**src/rtl/fetch_unit_pkg.sv**
```systemverilog
// Shared CPU definitions: fetch FSM encoding, reset/exception vectors, and PC
// alignment. The decode exception path uses the same vector constants.
package fetch_unit_pkg;

    typedef enum logic [1:0] {
        ST_REQ  = 2'd0,
        ST_WAIT = 2'd1,
        ST_HOLD = 2'd2,
        ST_TRAP = 2'd3
    } fetch_state_e;

    localparam logic [31:0] RESET_PC_DEFAULT   = 32'h0000_0000;
    localparam logic [31:0] EXC_VECTOR_DEFAULT = 32'h0000_0080;

    // Instruction fetches are always word-aligned.
    function automatic logic [31:0] word_align(input logic [31:0] addr);
        return {addr[31:2], 2'b00};
    endfunction

endpackage

```
**src/rtl/fetch_unit.sv**
```systemverilog
// Non-speculative instruction fetch: one request in flight, the fetched word is
// held for decode until consumed, and illegal instructions redirect to EXC_VECTOR.
module fetch_unit
    import fetch_unit_pkg::*;
#(
    parameter logic [31:0] RESET_PC   = RESET_PC_DEFAULT,
    parameter logic [31:0] EXC_VECTOR = EXC_VECTOR_DEFAULT
) (
    input  logic         clk,
    input  logic         rst_n,
    output logic         imem_req,
    output logic [31:0]  imem_addr,
    input  logic         imem_gnt,
    input  logic         imem_rvalid,
    input  logic [31:0]  imem_rdata,
    output logic [31:0]  i_fetch,
    output logic [31:0]  pc,
    output logic         fetch_valid,
    input  logic         decode_ready,
    input  logic [31:0]  next_pc,
    input  logic         is_illegal,
    output fetch_state_e dbg_state
);

    // Handshakes: a memory request is accepted in any cycle where imem_req and
    // imem_gnt are both high; an instruction is consumed in any cycle where
    // fetch_valid and decode_ready are both high. Inputs tied to a transfer are
    // ignored in all other cycles.

    fetch_state_e state_q, state_d;
    logic [31:0]  pc_q, pc_d;
    logic [31:0]  instr_q, instr_d;
    logic         started_q;

    // started_q keeps imem_req low until the first edge after reset release.
    always_ff @(posedge clk or negedge rst_n) begin
        if (!rst_n) begin
            state_q   <= ST_REQ;
            pc_q      <= RESET_PC;
            instr_q   <= 32'h0;
            started_q <= 1'b0;
        end else begin
            state_q   <= state_d;
            pc_q      <= pc_d;
            instr_q   <= instr_d;
            started_q <= 1'b1;
        end
    end

    always_comb begin
        state_d     = state_q;
        pc_d        = pc_q;
        instr_d     = instr_q;
        imem_req    = 1'b0;
        fetch_valid = 1'b0;
        case (state_q)
            ST_REQ: begin
                imem_req = started_q;
                if (started_q && imem_gnt) begin
                    if (imem_rvalid) begin
                        instr_d = imem_rdata;
                        state_d = ST_HOLD;
                    end else begin
                        state_d = ST_WAIT;
                    end
                end
            end
            ST_WAIT: begin
                if (imem_rvalid) begin
                    instr_d = imem_rdata;
                    state_d = ST_HOLD;
                end
            end
            ST_HOLD: begin
                fetch_valid = 1'b1;
                if (decode_ready) begin
                    if (is_illegal) begin
                        state_d = ST_TRAP;
                    end else begin
                        pc_d    = word_align(next_pc);
                        state_d = ST_REQ;
                    end
                end
            end
            ST_TRAP: begin
                pc_d    = word_align(EXC_VECTOR);
                state_d = ST_REQ;
            end
            default: state_d = ST_REQ;
        endcase
    end

    assign imem_addr = pc_q;
    assign pc        = pc_q;
    assign i_fetch   = instr_q;
    assign dbg_state = state_q;

endmodule

```
**config.mk**
```make
export PLATFORM = sky130hd
export DESIGN_NAME = fetch_unit
export DESIGN_NICKNAME = d
export VERILOG_FILES = /design/src/rtl/fetch_unit_pkg.sv /design/src/rtl/fetch_unit.sv
export SDC_FILE = /design/constraint.sdc
export NUM_CORES = 1
export LEC_CHECK = 0
export ABC_AREA = 1
export CORE_ASPECT_RATIO = 0.75
export CORE_MARGIN = 2
export CORE_UTILIZATION = 35
export CTS_CLUSTER_SIZE = 20
export DETAILED_ROUTE_END_ITERATION = 6
export PLACE_DENSITY = 0.79
export SETUP_SLACK_MARGIN = 0.2
export SLEW_MARGIN = 20
export SYNTH_ARGS = -nofsm -noshare
export SYNTH_HDL_FRONTEND = slang
export SYNTH_SLANG_ARGS = --single-unit
```
**constraint.sdc**
```tcl
create_clock -name clk -period 3.5 [get_ports clk]
set_input_delay 0.7 -clock clk [delete_from_list [all_inputs] [get_ports clk]]
set_output_delay 0.7 -clock clk [all_outputs]
set_load 0.01 [all_outputs]
```
## Yosys cells after proc, flatten, opt, wreduce, memory -nomap -nowiden

Cells that the tools add are included.

| word-level totals | value |
|---|---|
| register bits | 67 |
| bits of input ports | 70 |
| word-level logic and storage cells | 32 |

| operators by class | value |
|---|---|
| equality and inequality tests | 7 |
| multiplexer cells | 14 |
| reductions and logical operators | 7 |

Operator list:

| kind | count |
|---|---|
| $mux W32 | 4 |
| $pmux W32 S2 | 2 |
| $mux W2 | 5 |
| $ne A2 B2 Y1 const B | 4 |
| $pmux W2 S4 | 1 |
| $reduce_and A3 Y1 | 2 |
| $eq A2 B2 Y1 const B | 2 |
| $reduce_bool A2 Y1 | 2 |
| $eq A2 B1 Y1 const B | 1 |
| $logic_not A2 Y1 | 1 |
| $mux W1 | 2 |
| $reduce_and A2 Y1 | 1 |
| $logic_and A1 B1 Y1 | 1 |

## Logic depth before layout (Yosys ltp)

Gate-level depths: netlist (run 1).

| logic depth | value |
|---|---|
| word-level depth | 3 |
| gate-level depth with buffers | 7 |

## Worst setup path after synthesis (run 1)

OpenSTA, ideal clock, no wires.

| timing | value |
|---|---|
| kind | register to output |
| start | register state_q[1] (netlist: dbg_state[1]) |
| end | output imem_req |
| arrival time | 0.889 ns |
| data required time | 2.800 ns |
| slack | 1.911 ns |
| stages on the path, launching flop included | 3 |
| buffers on the path | 1 |
| cells stage by stage | dfrtp_1 -> buf_6 -> nor3b_1 |

| on the way | value |
|---|---|
| longest elaborated chain between the ends | 2 |

RTL lines:

| item | RTL line | RTL |
|---|---|---|
| start, declared | fetch_unit.sv:30 | `fetch_state_e state_q, state_d;` |
| start signal, assigned | fetch_unit.sv:43 | `state_q <= state_d;` |
| $logic_not A2 Y1 | fetch_unit.sv:56 | `case (state_q)` |
| $mux W1 | fetch_unit.sv:56 |  |
| end, declared | fetch_unit.sv:11 | `output logic imem_req,` |

Every way passes these cells.

## Worst setup path after layout (run 1)

| timing | value |
|---|---|
| start | register state_q[1] (netlist: dbg_state[1]) |
| end | output fetch_valid |

| on the way | value |
|---|---|
| longest elaborated chain between the ends | 2 |

RTL lines:

| item | RTL line | RTL |
|---|---|---|
| $eq A2 B2 Y1 | fetch_unit.sv:56 |  |
| $mux W1 | fetch_unit.sv:56 |  |
| end, declared | fetch_unit.sv:18 | `output logic fetch_valid,` |

Every way passes these cells.

==> results of run 1 <==
-- final timing paths --
kind,to,slack [ps],cells after the start
max,fetch_valid,1080,3
min,i_fetch[28]$_DFFE_PN0P_,470,1
max reg2reg,imem_addr[21]$_DFFE_PN0P_,1200,5
min reg2reg,i_fetch[19]$_DFFE_PN0P_,470,2
max in group asynchronous,imem_addr[15]$_DFFE_PN0P_,2120,2
min in group clk,i_fetch[19]$_DFFE_PN0P_,470,2
-- through the flow --
stage	area, um^2	util	total power [mW]
5_1_grt	4710	0.559	4.51
3_5_place_dp	4420	0.525	3.37
3_3_place_gp	4420	0.525	3.31
6_report	4710	0.559	4.21
2_1_floorplan	3040	-	2.41
4_1_cts	4710	0.559	4.27
-- registers in the layout, indices dropped and copies added (netlist names) --
register,count
dbg_state,2
imem_addr,30
started_q,1
i_fetch,32
-- cell type report --
class | instances | area (um^2)
timing repair buffer | 166 | 1650
clock buffer | 13 | 250
sequential | 65 | 1630
multi-input combinational | 215 | 978
fill | 762 | 3710
clock inverter | 3 | 40.0
tap | 108 | 135
inverter | 8 | 30.0
-- routing by layer --
layer  vias up  share of wire
li1       1315              -
met1      1325           0.41
met2       129           0.49
met3         7          0.091
met4         0         0.0092
met5         -              0
-- power by group through the flow --
| stage | logic (mW) | clock network [mW] | registers [mW] |
|---|---|---|---|
| 6_report | 2.02 | 0.870 | 1.32 |
| 5_1_grt | 2.20 | 0.939 | 1.37 |
| 4_1_cts | 2.05 | 0.900 | 1.32 |
| 3_5_place_dp | 2.04 | 0 | 1.33 |
| 3_3_place_gp | 2.00 | 0 | 1.31 |
| 2_1_floorplan | 0.966 | 0 | 1.44 |
-- cells in the mapped netlist, drive strengths merged --
| master | instances | area [um^2] |
|---|---|---|
| buf | 54 | 393 |
| nor2 | 4 | 32.5 |
| nand2 | 135 | 524 |
| dfrtp | 65 | 1630 |
| conb | 2 | 7.51 |
| inv | 8 | 30.0 |
| nor3b | 1 | 7.51 |
| nor3 | 1 | 5.00 |
| nand4 | 29 | 181 |
| nand3 | 36 | 185 |
| o21ai | 4 | 23.8 |
| clkbuf | 2 | 7.51 |
-- cells in the final DEF, fill, tap and decap left out --
cell type,n
sky130_fd_sc_hd__clkdlybuf4s50_1,162
sky130_fd_sc_hd__nand2_1,132
sky130_fd_sc_hd__dfrtp_1,65
sky130_fd_sc_hd__nand3_1,35
sky130_fd_sc_hd__nand4_1,29
sky130_fd_sc_hd__clkbuf_16,9
sky130_fd_sc_hd__inv_1,6
sky130_fd_sc_hd__conb_1,5
sky130_fd_sc_hd__o21ai_0,3
sky130_fd_sc_hd__clkbuf_1,3
sky130_fd_sc_hd__buf_4,3
sky130_fd_sc_hd__inv_2,2
sky130_fd_sc_hd__nand2_4,2
sky130_fd_sc_hd__nor2_4,2
sky130_fd_sc_hd__clkinv_2,2
sky130_fd_sc_hd__nor2_1,1
sky130_fd_sc_hd__nor3b_1,1
sky130_fd_sc_hd__nor2_2,1
sky130_fd_sc_hd__nor3_1,1
sky130_fd_sc_hd__nand3_2,1
sky130_fd_sc_hd__nand2_2,1
sky130_fd_sc_hd__o21ai_2,1
sky130_fd_sc_hd__clkbuf_8,1
sky130_fd_sc_hd__bufinv_16,1
sky130_fd_sc_hd__buf_2,1
-- worst max-delay path: stages, from the launching register on --
cell and delay [ps]:
sky130_fd_sc_hd__dfrtp_1 600, sky130_fd_sc_hd__inv_2 140, sky130_fd_sc_hd__nor2_1 120, sky130_fd_sc_hd__clkdlybuf4s50_1 550
-- logic make-up (layout without fill, tap and decap cells) --
family	count (synthesis)	in the layout
compound gates	4	4
buf+inv	64	190
flops	65	65
other cells	2	5
simple gates	206	206
==> impl.org, run 1 <==
** Synthesis
- Main combinational cell family by area after synthesis :: simple AND/OR/NAND/NOR gates
- During synthesis, Yosys emitted a total of 0 warnings.
- Per-instance average area after synthesis :: 8.87 um^2
- Number of distinct library cell variants in the gate-level netlist after synthesis :: 21
- Share of cell area taken by muxes after synthesis :: 0
- Of the total synthesized cell area, the portion taken by AND, OR, NAND and NOR gates is 0.309.
- The compound-cell area share of the yosys netlist was 0.00786.
- Counting every instance in the synthesized netlist gives about 340.
- After synthesis the netlist holds a flip-flop and latch count of 65.
- Of the total synthesized cell area, the portion taken by full adders, half adders and majority gates is 0.
- The share of the Yosys chip area taken by registers is 0.538.
- After synthesis the cells add up to 0.00302 mm^2.
- Fraction of synthesized cell area in xor and xnor cells :: 0

** Routing
- For this run, design rule violations remaining after detail routing come to 0.
- After detailed routing, the average wire length per cell comes to 14.3 um.
- First-pass DRT Iterations :: 4
- In the routed layout, each cell is associated on average with a via count of 4.80.
- After detailed routing, the total wire length is 8290 um.
- The count of nets left with antenna violations once routing finished came out at 0.
- DRC violation total after the first TritonRoute iteration :: 194
- Number of vias in the routed layout :: 2776

** Min path
- The worst hold path belongs to the class in -> async.

** Timing
- Clock Skews :: roughly 6.6 ps
- Adding up every negative setup slack in the final design gives 0 ps.
- For the finished layout, the period the worst path requires is approximately 2400 ps.
- Setup violations remaining at the end of the flow were counted as 0.
- After layout, the worst setup slack is 1080 ps.
- Number of hold-slack violations in the final timing report :: 0
- At the pin with the least slew margin, the transition time is 990 ps.
- Setup repair after global routing left no endpoint under its margin.
- In this run the tightest slew margin relative to its limit is 0.338.
- Final Max Tran Viols :: 0
- Final cycle utilization of the critical path :: 0.693
- Timing-limited maximum frequency :: 0.413 GHz
- Hold WS :: 469 ps

** Global routing
- For met3 alone, demand over resource in global routing was 0.0700.
- In this run the most used layer during global routing was met2.
- Wire length of the first global-routing pass :: 13900 um
- Met2 capacity usage during global routing :: 0.313
- Entering global routing, the biggest net connects 37 pins.
- For this run, the total global-route usage over all layers was measured as 0.183.
- The number of antenna violations at the first check in global routing was 0.
- Aggregate global routing overflow :: 0
- Fraction of met1 tracks used by global routing :: 0.219
- Number of global-route vias before repair :: 2771

** Critical path
- In this run the worst setup path begins at dbg_state[1]$_DFFE_PN0P_.
- Critical path fanouts, max :: 10
- Kind of end point of the critical path :: output port
- Worst Path Required :: between 2000 and 3000 ps
- Worst setup path category :: reg -> out
- FF-to-FF Start :: dbg_state[1]$_DFFE_PN0P_
- Sort of element at the start of the critical path :: register
- Endpoint arrival time on the critical path :: 1720 ps

** Clock network
- TritonCTS Buffers :: 9
- Clock-pin slew was measured on the worst setup and hold paths at around 50 ps.
- CTS tree :: built
- After clock tree synthesis, the repair step resized 0 gates.
- The later pin in the worst-skew pair is clocked with a latency of ~320 ps.
- The tree built by TritonCTS fans out to 65 sinks.
- The clock passes through at most 2 buffers.
- H-tree Lvls :: 3
- Root Buffer Master :: sky130_fd_sc_hd__clkbuf_16
- Buffers inserted to repair hold after CTS numbered 0.
- Once the clock tree was built, the setup fixing pass inserted 0 buffers.

** Finish
- Net total in the final layout :: 535
- 0 antenna diodes ended up in the layout.
- Final cell count without fillers :: 578
- Compared with the post-synthesis result, the final layout area differs by 55.7%.
- Fraction of final layout cells with drive strength greater than 1 :: 0.0574

** Place
- Buffers placed on the I/O ports in this run total 163.
- The wire-length estimate of the detail-placed layout is 5920 um.
- Routability congestion estimate :: 0.783
- Prior to clock tree synthesis, the placed netlist has a worst setup slack of 1010 ps.
- Post-Place Cells :: 562

** Floorplan
- # IOs :: 170
- For this configuration, the core starts out at a cell density of 0.359.
- Core Box Area :: 0.00842 mm^2
- Total die area :: 0.00941 mm^2
- Number of placement rows :: 29
- The die is 111 um wide.
- Measured along the y axis, the die boundary spans 84.5 um.

** Power
- Sequential Power Share :: 0.313
- Internal power comes to 2.71 mW.
- Part of the power in combinational logic :: 0.480
- The analysis attributes to cell leakage a power of 2.24 nW.
- Net load switching power :: 1.51 mW
- Cell Pwr Density :: 894 mW/mm^2
- Highest ir drop seen on vdd :: 352 uV
- Clk pwr share :: 0.207
- Switching part of the total power :: 0.358

** Run status
- Run status :: complete, no violations

** Job
- Max-cap violations :: 0
(Power assumes the default switching activity.)
==> run 2: changes to the inputs <==
PLACE_DENSITY = 0.82   (was 0.79)
clock period = 2.1 ns   (was 3.5 ns; I/O delays follow)
==> run 2 against run 1 <==
Against the previous run: count of clock-buffer cells in the layout fell by 1; final cell count rose by 1.6%; largest power group unchanged; cell area rose by 2.0%; non-clock buffer count rose by 10; wire length rose by 0.88%.
==> impl.org, run 2 (synthesized netlist as in run 1, its figures left out) <==
** Finish
- Area of the multi-input gates :: 978 um^2 (unchanged)
- The area growth from synthesis to layout is 58.9%.
- The area taken by flip-flops and latches was 0.00163 mm^2 (+0.15%).
- The cell area after layout is 0.00480 mm^2 (+2.0%).
- Most used cells in the layout excluding fill and tap cells :: sky130_fd_sc_hd__clkdlybuf4s50_1 (161), sky130_fd_sc_hd__nand2_1 (132), sky130_fd_sc_hd__dfrtp_1 (63)
- Number of diodes added for antenna fixing :: 0 (unchanged)
- The net total in the final layout was 545 (+1.9%).
- Leaving out fill and tap cells, the most frequent cell in the layout is sky130_fd_sc_hd__clkdlybuf4s50_1.
- The number of filler instances in the final layout is 742 (-2.6%).
- The number of flip-flops under the largest register name is 32 (unchanged).
- The fraction of layout instances using a drive strength above 1 came to 0.0835 (+0.0261).

** Routing
- The total iterations of the first detailed-routing run is 4 (unchanged).
- Antenna violation net count after detailed routing :: 0 (unchanged)
- The number of DRC violations after detailed routing came to 0 (unchanged).
- Post-DR wirelength/cell :: 14.3 um (-0.67%)
- Vias/cell :: 4.79 (-0.26%)
- DRC violation total after the first TritonRoute iteration :: 175 (-9.8%)
- Number of vias in the routed layout :: 2812 (+1.3%)
- Total Routed Length :: 8370 um (+0.88%)

** Clock network
- The maximum level of the CTS H-tree is 3 (unchanged).
- CTS tree :: built
- Clock transition at the registers of the reported paths :: 50 ps (about the same)
- Quantity of hold-fixing buffers added after cts :: 0 (unchanged)
- The total CTS buffers is 9 (unchanged).
- Clock insertion delay at the later pin of the skew report :: 310 ps (about the same)
- Maximum clock path buffer count :: 2 (unchanged)
- The tree is rooted in a sky130_fd_sc_hd__clkbuf_16.
- The number of clock sinks was 65 (unchanged).

** Critical path
- The signal arrival time at the worst endpoint was 1430 ps (-290 ps).
- The worst stage delay on the critical path is 560 ps (-40 ps).
- The maximum net fanout on the critical path is 4 (-6).
- The worst setup path is captured at an output port.
- FF-to-FF setup slack :: 590 ps (-610 ps)
- Largest delay contributor family on the critical path :: buffers and inverters
- Worst Path Required :: 1680 ps (-1120 ps)
- Worst-path cell chain :: inv_2 > nor2_1 > clkdlybuf4s50_1
- Cell with the largest stage delay on the worst path :: sky130_fd_sc_hd__clkdlybuf4s50_1
- Logic depth of the worst setup path including buffers :: 3 (unchanged)
- CP startpoint :: dbg_state[1]$_DFFE_PN0P_
- Critical path buffer and inverter count :: 2 (unchanged)
- STA classifies the critical path startpoint as a register.
- Number of cell instances on the worst register-to-register path :: 6 (+1)
- Capturing instance or port of the critical path :: fetch_valid
- Worst setup path category :: reg -> out
- The endpoint identified for the worst register-to-register timing path is i_fetch[17]$_DFFE_PN0P_.
- The worst register-to-register path begins at dbg_state[1]$_DFFE_PN0P_.

** Timing
- Timing-limited maximum frequency :: between 0.5 and 0.6 GHz
- Accumulated negative setup slack :: 0 ps (unchanged)
- Final cycle utilization of the critical path :: 0.880
- Number of hold-slack violations in the final timing report :: 0 (unchanged)
- Clock Skews :: 7.03 ps (+0.480 ps)
- The slew at the pin closest to its max-slew limit came to 555 ps (-436 ps).
- Setup repair after global routing missed its margin :: false
- Final Max Tran Viols :: 0 (unchanged)
- The total of endpoints with negative setup slack in the final report came to 0 (unchanged).
- The headroom to the max-slew limit was 0.630 (+0.292).
- The routed design could run at a clock period as short as 1850 ps.

** Place
- Number of port buffers :: 163 (unchanged)
- Routability congestion estimate :: 0.801 (+2.3%)
- Half-perimeter wire length after placement :: 6090 um (+2.8%)
- The area of placed instances came to 0.00448 mm^2 (+1.3%).

** Power
- The worst vdd rail ir drop was 589 uV (+68%).
- Post-layout power :: 7.15 mW (+70%)
- The switching power share of the total is 0.353 (-0.00493).
- Leakage Power :: 2.30 nW (+2.6%)
- Cell-internal power :: 4.63 mW (+71%)
- The total power per unit cell area is 1490 mW/mm^2 (+66%).
- The relative contribution of the clock network to total power came to 0.203 (-0.004).
- Net load switching power :: 2.52 mW (+67%)
- Part of the power in combinational logic :: 0.492 (+0.012)
- The fraction of power consumed by sequential logic is 0.304 (-0.009).

** Floorplan
- The standard-cell row count came to 29 (unchanged).
- Y dimension of the die :: 84.5 um (unchanged)
- # IOs :: 170 (unchanged)
- Core Box Area :: 0.00842 mm^2 (unchanged)
- The die outline area is 0.00941 mm^2 (unchanged).
- The die extent in x is 111 um (unchanged).
- Initial Util :: 0.359 (unchanged)

** Global routing
- Number of global-route vias before repair :: 2759 (-0.43%)
- Initial antenna violation count :: 0 (unchanged)
- The global-route wire length before repair is 13600 um (-1.8%).
- Aggregate global routing overflow :: 0 (unchanged)
- The overall routing resource usage is 0.176 (-0.00697).
- The pin count of the biggest net entering global routing came to 43 (+16%).

** Job
- The reported max-cap violation count came to 0 (unchanged).

** Run status
- Run status :: complete, no violations

** Min path
- In this run the worst hold path is classified as in -> async.
==> run 2: cell types whose count changed in the layout (fill, tap and decap cells not counted) <==
| cell | change |
|---|---|
| sky130_fd_sc_hd__clkdlybuf4s50_1 | -1 |
| sky130_fd_sc_hd__clkbuf_1 | -2 |
| sky130_fd_sc_hd__dlygate4sd2_1 | +1 |
| sky130_fd_sc_hd__clkbuf_8 | +1 |
| sky130_fd_sc_hd__buf_4 | +9 |
| sky130_fd_sc_hd__buf_12 | +1 |
| sky130_fd_sc_hd__dfrtp_1 | -2 |
| sky130_fd_sc_hd__dfrtp_2 | +2 |
==> run 2: repair_timing <==
item                                    in CTS  in global routing
endpoints found under the setup margin       3                  1
setup buffers                                1                  3
endpoints found under the hold margin        0                  0
gates resized for setup                      3                  0
pin swaps                                    0                  0
==> run 2: area by class of cell <==
cell class | instances | area share
clock inverters | 3 | 0.00833
repair buffers | 176 | 0.361
clock buffers | 12 | 0.0534
flip-flops and latches | 65 | 0.339
well taps | 108 | 0.0281
inverters | 8 | 0.00625
multi-input cells | 215 | 0.204
==> run 2: power by group through the flow <==
stage / sequential [mW] / clock [mW] / combinational, mW
2_1_floorplan: 2.40 / 0 / 1.61
3_3_place_gp: 2.17 / 0 / 3.40
3_5_place_dp: 2.21 / 0 / 3.49
4_1_cts: 2.19 / 1.50 / 3.52
5_1_grt: 2.25 / 1.56 / 3.80
6_report: 2.18 / 1.45 / 3.52
==> run 2: worst min path at each step <==
stage / endpoint / slack (ps) / depth (start not counted) / from
after global routing: imem_addr[12]$_DFFE_PN0P_ / 130 / 1 / rst_n
after global placement: imem_addr[13]$_DFFE_PN0P_ / 430 / 1 / rst_n
after detailed placement: imem_addr[16]$_DFFE_PN0P_ / 450 / 1 / rst_n
after floorplan: dbg_state[0]$_DFFE_PN0P_ / 120 / 0 / rst_n
after CTS: imem_addr[16]$_DFFE_PN0P_ / 110 / 1 / rst_n
final: imem_addr[13]$_DFFE_PN0P_ / 100 / 1 / rst_n
==> run 2: metrics by stage <==
| step | instances | utilization | hold WS [ps] | setup slack (ps) |
|---|---|---|---|---|
| 2_1_floorplan | 344 | - | 124 | 791 |
| 6_report | 587 | 0.571 | 95.0 | 251 |
| 3_3_place_gp | 568 | 0.532 | 434 | 222 |
| 3_5_place_dp | 568 | 0.532 | 445 | 191 |
| 5_1_grt | 587 | 0.571 | 133 | 209 |
| 4_1_cts | 584 | 0.568 | 110 | 214 |
==> run 2: per-layer routing <==
layer | wire, um | vias to the layer above | GRT usage
met5 | 0 | - | 0
met4 | 156 | 0 | 0.0561
met3 | 655 | 15 | 0.0606
met2 | 4170 | 119 | 0.299
met1 | 3380 | 1349 | 0.214
li1 | - | 1329 | -
==> run 2: worst register-to-register path, stage by stage (launching register included) <==
cell and delay [ps]:
sky130_fd_sc_hd__dfrtp_2 420, sky130_fd_sc_hd__buf_4 160, sky130_fd_sc_hd__nor2_2 170, sky130_fd_sc_hd__nand2_4 190, sky130_fd_sc_hd__nand2_4 320, sky130_fd_sc_hd__nand2_1 110, sky130_fd_sc_hd__nand2_1 70
